### config.mk
export PLATFORM = sky130hd
export DESIGN_NAME = mem_copy
export DESIGN_NICKNAME = d
export VERILOG_FILES = /design/src/rtl/mem_pkg.sv /design/src/rtl/mem_copy.sv
export SDC_FILE = /design/constraint.sdc
export NUM_CORES = 1
export LEC_CHECK = 0
export CAP_MARGIN = 20
export CORE_ASPECT_RATIO = 1.4
export CORE_MARGIN = 2
export CORE_UTILIZATION = 35
export CTS_BUF_LIST = sky130_fd_sc_hd__clkbuf_8
export CTS_CLUSTER_DIAMETER = 120
export DETAILED_ROUTE_END_ITERATION = 8
export GPL_TIMING_DRIVEN = 1
export HOLD_SLACK_MARGIN = 0.06
export PLACE_DENSITY = 0.67
export SYNTH_ARGS = -nofsm -noshare
export SYNTH_HDL_FRONTEND = slang
export SYNTH_SLANG_ARGS = --single-unit
export TNS_END_PERCENT = 20
### constraint.sdc
create_clock -name clk -period 5.62 [get_ports clk]
set_clock_uncertainty 0.15 [all_clocks]
set_input_delay 1.124 -clock clk [delete_from_list [all_inputs] [get_ports clk]]
set_output_delay 1.124 -clock clk [all_outputs]
set_load 0.005 [all_outputs]
### src/rtl/mem_pkg.sv
// Shared definitions for the mem RAM bus masters.
//   mem_mode_t       : copy / fill operation select
//   mem_copy_state_t : mem_copy FSM states
package mem_pkg;

    typedef enum logic {
        MODE_COPY,
        MODE_FILL
    } mem_mode_t;

    typedef enum logic [1:0] {
        IDLE,
        RUN,
        DRAIN,
        DONE
    } mem_copy_state_t;

endpackage : mem_pkg

### src/rtl/mem_copy.sv
// mem_copy: copy / fill engine driving the ports of a mem dual-port RAM.
// Copy moves len words src->dst at one word per clock, fill writes a
// constant to len words at dst. Addresses wrap modulo SIZE.
// Ports:
//   clk, rst_n          clock, asynchronous active-low reset
//   start               request, accepted whenever busy = 0
//   mode                0 = copy, 1 = fill (sampled with start)
//   src, dst, len       source base, destination base, word count 0..SIZE
//   fill_data           fill value (sampled with start)
//   busy, done          operation in progress / one-cycle completion pulse
//   rd_addr, rd_data    RAM read port (one-cycle registered read)
//   wr_en, wr_addr,
//   wr_data             RAM write port
module mem_copy
    import mem_pkg::*;
#(
    parameter  int XLEN = 32,
    parameter  int SIZE = 256,
    localparam int ADDR = $clog2(SIZE)
) (
    input  logic            clk,
    input  logic            rst_n,
    input  logic            start,
    input  logic            mode,
    input  logic [ADDR-1:0] src,
    input  logic [ADDR-1:0] dst,
    input  logic [ADDR:0]   len,
    input  logic [XLEN-1:0] fill_data,
    output logic            busy,
    output logic            done,
    output logic [ADDR-1:0] rd_addr,
    input  logic [XLEN-1:0] rd_data,
    output logic            wr_en,
    output logic [ADDR-1:0] wr_addr,
    output logic [XLEN-1:0] wr_data
);

    localparam logic [ADDR-1:0] ADDR_ONE = ADDR'(1);
    localparam logic [ADDR:0]   CNT_ONE  = (ADDR + 1)'(1);

    mem_copy_state_t state;
    mem_mode_t       mode_q;
    logic [XLEN-1:0] fill_q;
    logic [ADDR:0]   cnt;     // reads (copy) or writes (fill) still to issue, incl. current

    assign wr_data = (mode_q == MODE_FILL) ? fill_q : rd_data;

    always_ff @(posedge clk or negedge rst_n) begin
        if (!rst_n) begin
            state   <= IDLE;
            busy    <= 1'b0;
            done    <= 1'b0;
            wr_en   <= 1'b0;
            rd_addr <= '0;
            wr_addr <= '0;
            mode_q  <= MODE_COPY;
            fill_q  <= '0;
            cnt     <= '0;
        end else begin
            done <= 1'b0;
            case (state)
                IDLE, DONE: begin
                    state <= IDLE;
                    wr_en <= 1'b0;
                    if (start) begin
                        mode_q  <= mem_mode_t'(mode);
                        fill_q  <= fill_data;
                        wr_addr <= dst;
                        cnt     <= len;
                        // Fill leaves the read port where it was.
                        if (mem_mode_t'(mode) == MODE_COPY) begin
                            rd_addr <= src;
                        end
                        if (len == '0) begin
                            state <= DONE;
                            done  <= 1'b1;
                        end else begin
                            state <= RUN;
                            busy  <= 1'b1;
                            // Copy's first write waits for the first read to return.
                            wr_en <= (mem_mode_t'(mode) == MODE_FILL);
                        end
                    end
                end

                RUN: begin
                    // wr_addr advances only after a write has been presented.
                    if (wr_en) begin
                        wr_addr <= wr_addr + ADDR_ONE;
                    end
                    if (mode_q == MODE_COPY) begin
                        wr_en <= 1'b1;
                        if (cnt == CNT_ONE) begin
                            state <= DRAIN;
                        end else begin
                            rd_addr <= rd_addr + ADDR_ONE;
                            cnt     <= cnt - CNT_ONE;
                        end
                    end else begin
                        if (cnt == CNT_ONE) begin
                            state <= DONE;
                            busy  <= 1'b0;
                            done  <= 1'b1;
                            wr_en <= 1'b0;
                        end else begin
                            cnt <= cnt - CNT_ONE;
                        end
                    end
                end

                DRAIN: begin
                    state <= DONE;
                    busy  <= 1'b0;
                    done  <= 1'b1;
                    wr_en <= 1'b0;
                end

                default: begin
                    state <= IDLE;
                    busy  <= 1'b0;
                    wr_en <= 1'b0;
                end
            endcase
        end
    end

endmodule : mem_copy
Word-level counts from Yosys, hierarchy flattened
Index checks and enable logic that the tools add are counted.
{ "totals": {"word_cells": 66, "register_bits": 63, "out_inout_bits": 51, "inputBits": 93} }
{ "op_classes": {"reduce_logical": 9, "muxes": 32, "add_sub_neg": 3, "n_eq_ne": 13} }
{ "ops": {"columns": ["cell", "n"], "rows": [
  ["$mux W8", 6],
  ["$mux W32", 1],
  ["$pmux W8 S2", 2],
  ["$mux W9", 2],
  ["$pmux W9 S2", 1],
  ["$add A8 B1 Y8 const B", 2],
  ["$ne A2 B2 Y1 const B", 8],
  ["$mux W1", 11],
  ["$mux W2", 5],
  ["$eq A9 B1 Y1 const B", 1],
  ["$logic_not A9 Y1", 1],
  ["$pmux W1 S3", 3],
  ["$sub A9 B1 Y9 const B", 1],
  ["$pmux W2 S3", 1],
  ["$reduce_and A3 Y1", 2],
  ["$reduce_and A5 Y1", 1],
  ["$eq A2 B2 Y1 const B", 2],
  ["$reduce_and A4 Y1", 1],
  ["$ne A3 B3 Y1 const B", 1],
  ["$eq A2 B1 Y1 const B", 1],
  ["$logic_not A2 Y1", 1],
  ["$reduce_and A2 Y1", 1],
  ["$reduce_bool A2 Y1", 1],
  ["$reduce_or A2 Y1", 1]
]} }

Logic depth before layout (Yosys ltp)
{ "logic_depth": {"word_depth": 4, "depth_mapped": 9, "mapped_depth_nobuf": 6} }

Worst setup path before layout
No wires, ideal clock.
{ "synth_path": {"path_kind": "input -> output", "start": "input port rd_data[0]", "end": "output port wr_data[0]", "t_required_ps": 4346, "path_slack_ps": 2970, "arrival_ps": 1376, "n_path_buf": 0, "cell_stages": 1, "cell_sequence": "mux2_2"} }
{ "synth_via": {"elab_chain_len": 1} }
{ "synth_lines": {"columns": ["element", "line", "rtl"], "rows": [
  ["start: declaration", "mem_copy.sv:32", "input logic [XLEN-1:0] rd_data,"],
  ["$mux W32", "mem_copy.sv:46", "assign wr_data = (mode_q == MODE_FILL) ? fill_q : rd_data;"],
  ["end: declaration", "mem_copy.sv:35", "output logic [XLEN-1:0] wr_data"]
]} }
Every way passes these cells.

Final worst setup path
{ "layout_path": {"start": "input port rd_data[25]", "end": "output port wr_data[25]"} }
The elaborated chain is that of the path after synthesis.

==> metrics.yaml <==
outcome: "finished clean"
worst_r2r_endpoint: "wr_addr[3]"
cp-start-kind: "primary input"
placed_area_um2: 5210
slew_violations: 0
cts_hold_buf: 0
overflow: 0
critPathRequiredTime_ns: 4.35
r2r_cells: 6
end_kind: "output port"
drt_iter0_markers: 221
yosys.cell_types.count: 58
path_clk_slew_ns: 0.07
synth.yosys.warnings: 0
drive_gt1_share_pct: 19.4
grt_pass1_wl_um: 17000
utilization_pct: 52.5
final_cell_mix: "clkdlybuf4s50_1, mux2_2, dfrtp_1"
numCtsBuffers: 9
finalSetupTns_ns: 0
power_mw: 2.91
r2r-start: "state[1]"
first_global_vias: 3550
setup_viol: 0
hold_depth: 1
tightest_slew_ns: 0.902
rrSetupSlack_ns: 2.61
syn_nets: 441
finalCritPeriodShare_pct: 62.6
dp.cells: 606
ys_top_cells_by_area: "dfrtp_1, mux2_2, ha_1"
vdd_ir_drop_max_mv: 0.204
final_nets: 578
synth_edf_count: 0
ys_dominant_reg_cell: "dfrtp_1"
die_area_um2: 11400
detail-route-antenna-nets: 0
ys_seq_elements: 63
cts.htree.levels: 3
ctsResizeCount: 0
yosysSeqAreaShare_pct: 42.9
synth_top_cell_by_area: "dfrtp_1"
drt-total-wl_um: 9890
max_slew_margin_pct: 39.5
die_w_um: 90.6
critPathCapture: "wr_data[25]"
layoutNonFillerInstCount: 622
min_path_type: "reg2reg"
syn2layout_area_growth_pct: 47.0
max-clock-path-buffers: 2
initial_core_util_pct: 35.7
dp_hpwl_um: 7330
synth_area_um2: 3680
path_class: "in2out"
cap_violations: 0
path_max_fanout: 1
hold_violations: 0
first_pass_iters: 4
gp_congestion: 0.867
netlist_instances: 342
synth_area_per_cell_um2: 10.8
drc: 0
mostFrequentLayoutCell: "clkdlybuf4s50_1"
arrival_ns: 2.24
layout_setup_ws_ns: 2.10
postSynth.asyncResetShare_pct: 100
wl_per_cell_um: 15.9
n_antenna_cell: 0
power_density_nw_per_um2: 539
postLayoutCellArea_um2: 5410
cts_tree: "done"
min_period_ns: 3.52
row_count: 44
core_region_area_um2: 10300
grt.total_usage_pct: 18.1
fillers: 914
post-place-ws_ns: 2.06
vias: 3386
rsz0062_at_grt: "no"
crit_start: "rd_data[25]"
num_io_pins: 144
grt_max_degree: 64
drt-vias-per-instance: 5.44
synth_top_area_share_pct: 42.9
die_h_um: 125
hold_slack_ns: 0.354
p_leak_nw: 2.11
insertion_delay_ns: 0.34
post_cts_buffers: 0
cts_root_buffer: "clkbuf_8"
antenna_found_initial: 0
io_buffer_count: 143
fmaxAchievable_mhz: 284
cts_num_sinks: 63
==> kinds of logic (layout without fill, tap and decap cells) <==
family,Yosys count,after routing,share of synthesized area (%)
compound gates,84,84,16.8
mux,69,69,21.0
fa+ha+maj,6,6,2.04
buf+inv,34,176,4.01
flops,63,63,42.9
simple gates,86,86,13.2
==> cell type report <==
cell class	count	area, um2	share of cell area, %
clock buffers	10	138	2.55
inverters	13	48.8	0.903
repair buffers	147	1460	26.9
well taps	138	173	3.19
clock inverters	6	61.3	1.13
flip-flops and latches	63	1580	29.2
multi-input cells	245	1950	36.1
==> sequential cells by signal, indices dropped and copies added (netlist names) <==
name     flops
busy         1
cnt          9
done         1
fill_q      32
mode_q       1
rd_addr      8
state        2
wr_addr      8
wr_en        1
==> worst min-delay path by stage <==
| stage | from | to |
|---|---|---|
| 2_1_floorplan | fill_q[10] | fill_q[10] |
| 3_3_place_gp | fill_q[4] | fill_q[4] |
| 3_5_place_dp | fill_q[4] | fill_q[4] |
| 4_1_cts | fill_q[4] | fill_q[4] |
| 5_1_grt | fill_q[8] | fill_q[8] |
| 6_report | fill_q[4] | fill_q[4] |
==> synthesized netlist by cell type, types with 5 or more instances <==
cell and n:
nor2_1 16, mux2_2 66, o22a_1 6, nand2_1 17, o22ai_1 5, clkbuf_1 8, nand3_1 13, buf_2 9
a31oi_1 5, o21ai_0 13, a21oi_1 11, ha_1 6, nor4_1 7, inv_1 13, dfrtp_1 63
==> layer usage <==
metal	GRT usage, %	vias up	part of all wire [%]
met5	0	-	0
met4	6.70	0	1.1
met3	4.52	9	7.5
met2	31.4	162	51
met1	21.4	1633	41
li1	-	1582	-
==> worst max-delay path, cell delays in order <==
cell and delay (ns):
clkdlybuf4s50_1 0.40, mux2_2 0.27, clkdlybuf4s50_1 0.45
==> power breakdown <==
group	leakage, nW	total, mW	switching [mW]	internal (mW)
registers	0.735	0.880	0.197	0.683
logic	1.28	1.64	0.722	0.915
clock network	0.0957	0.394	0.180	0.214
total	2.11	2.91	1.10	1.81
(Power assumes the default switching activity.)
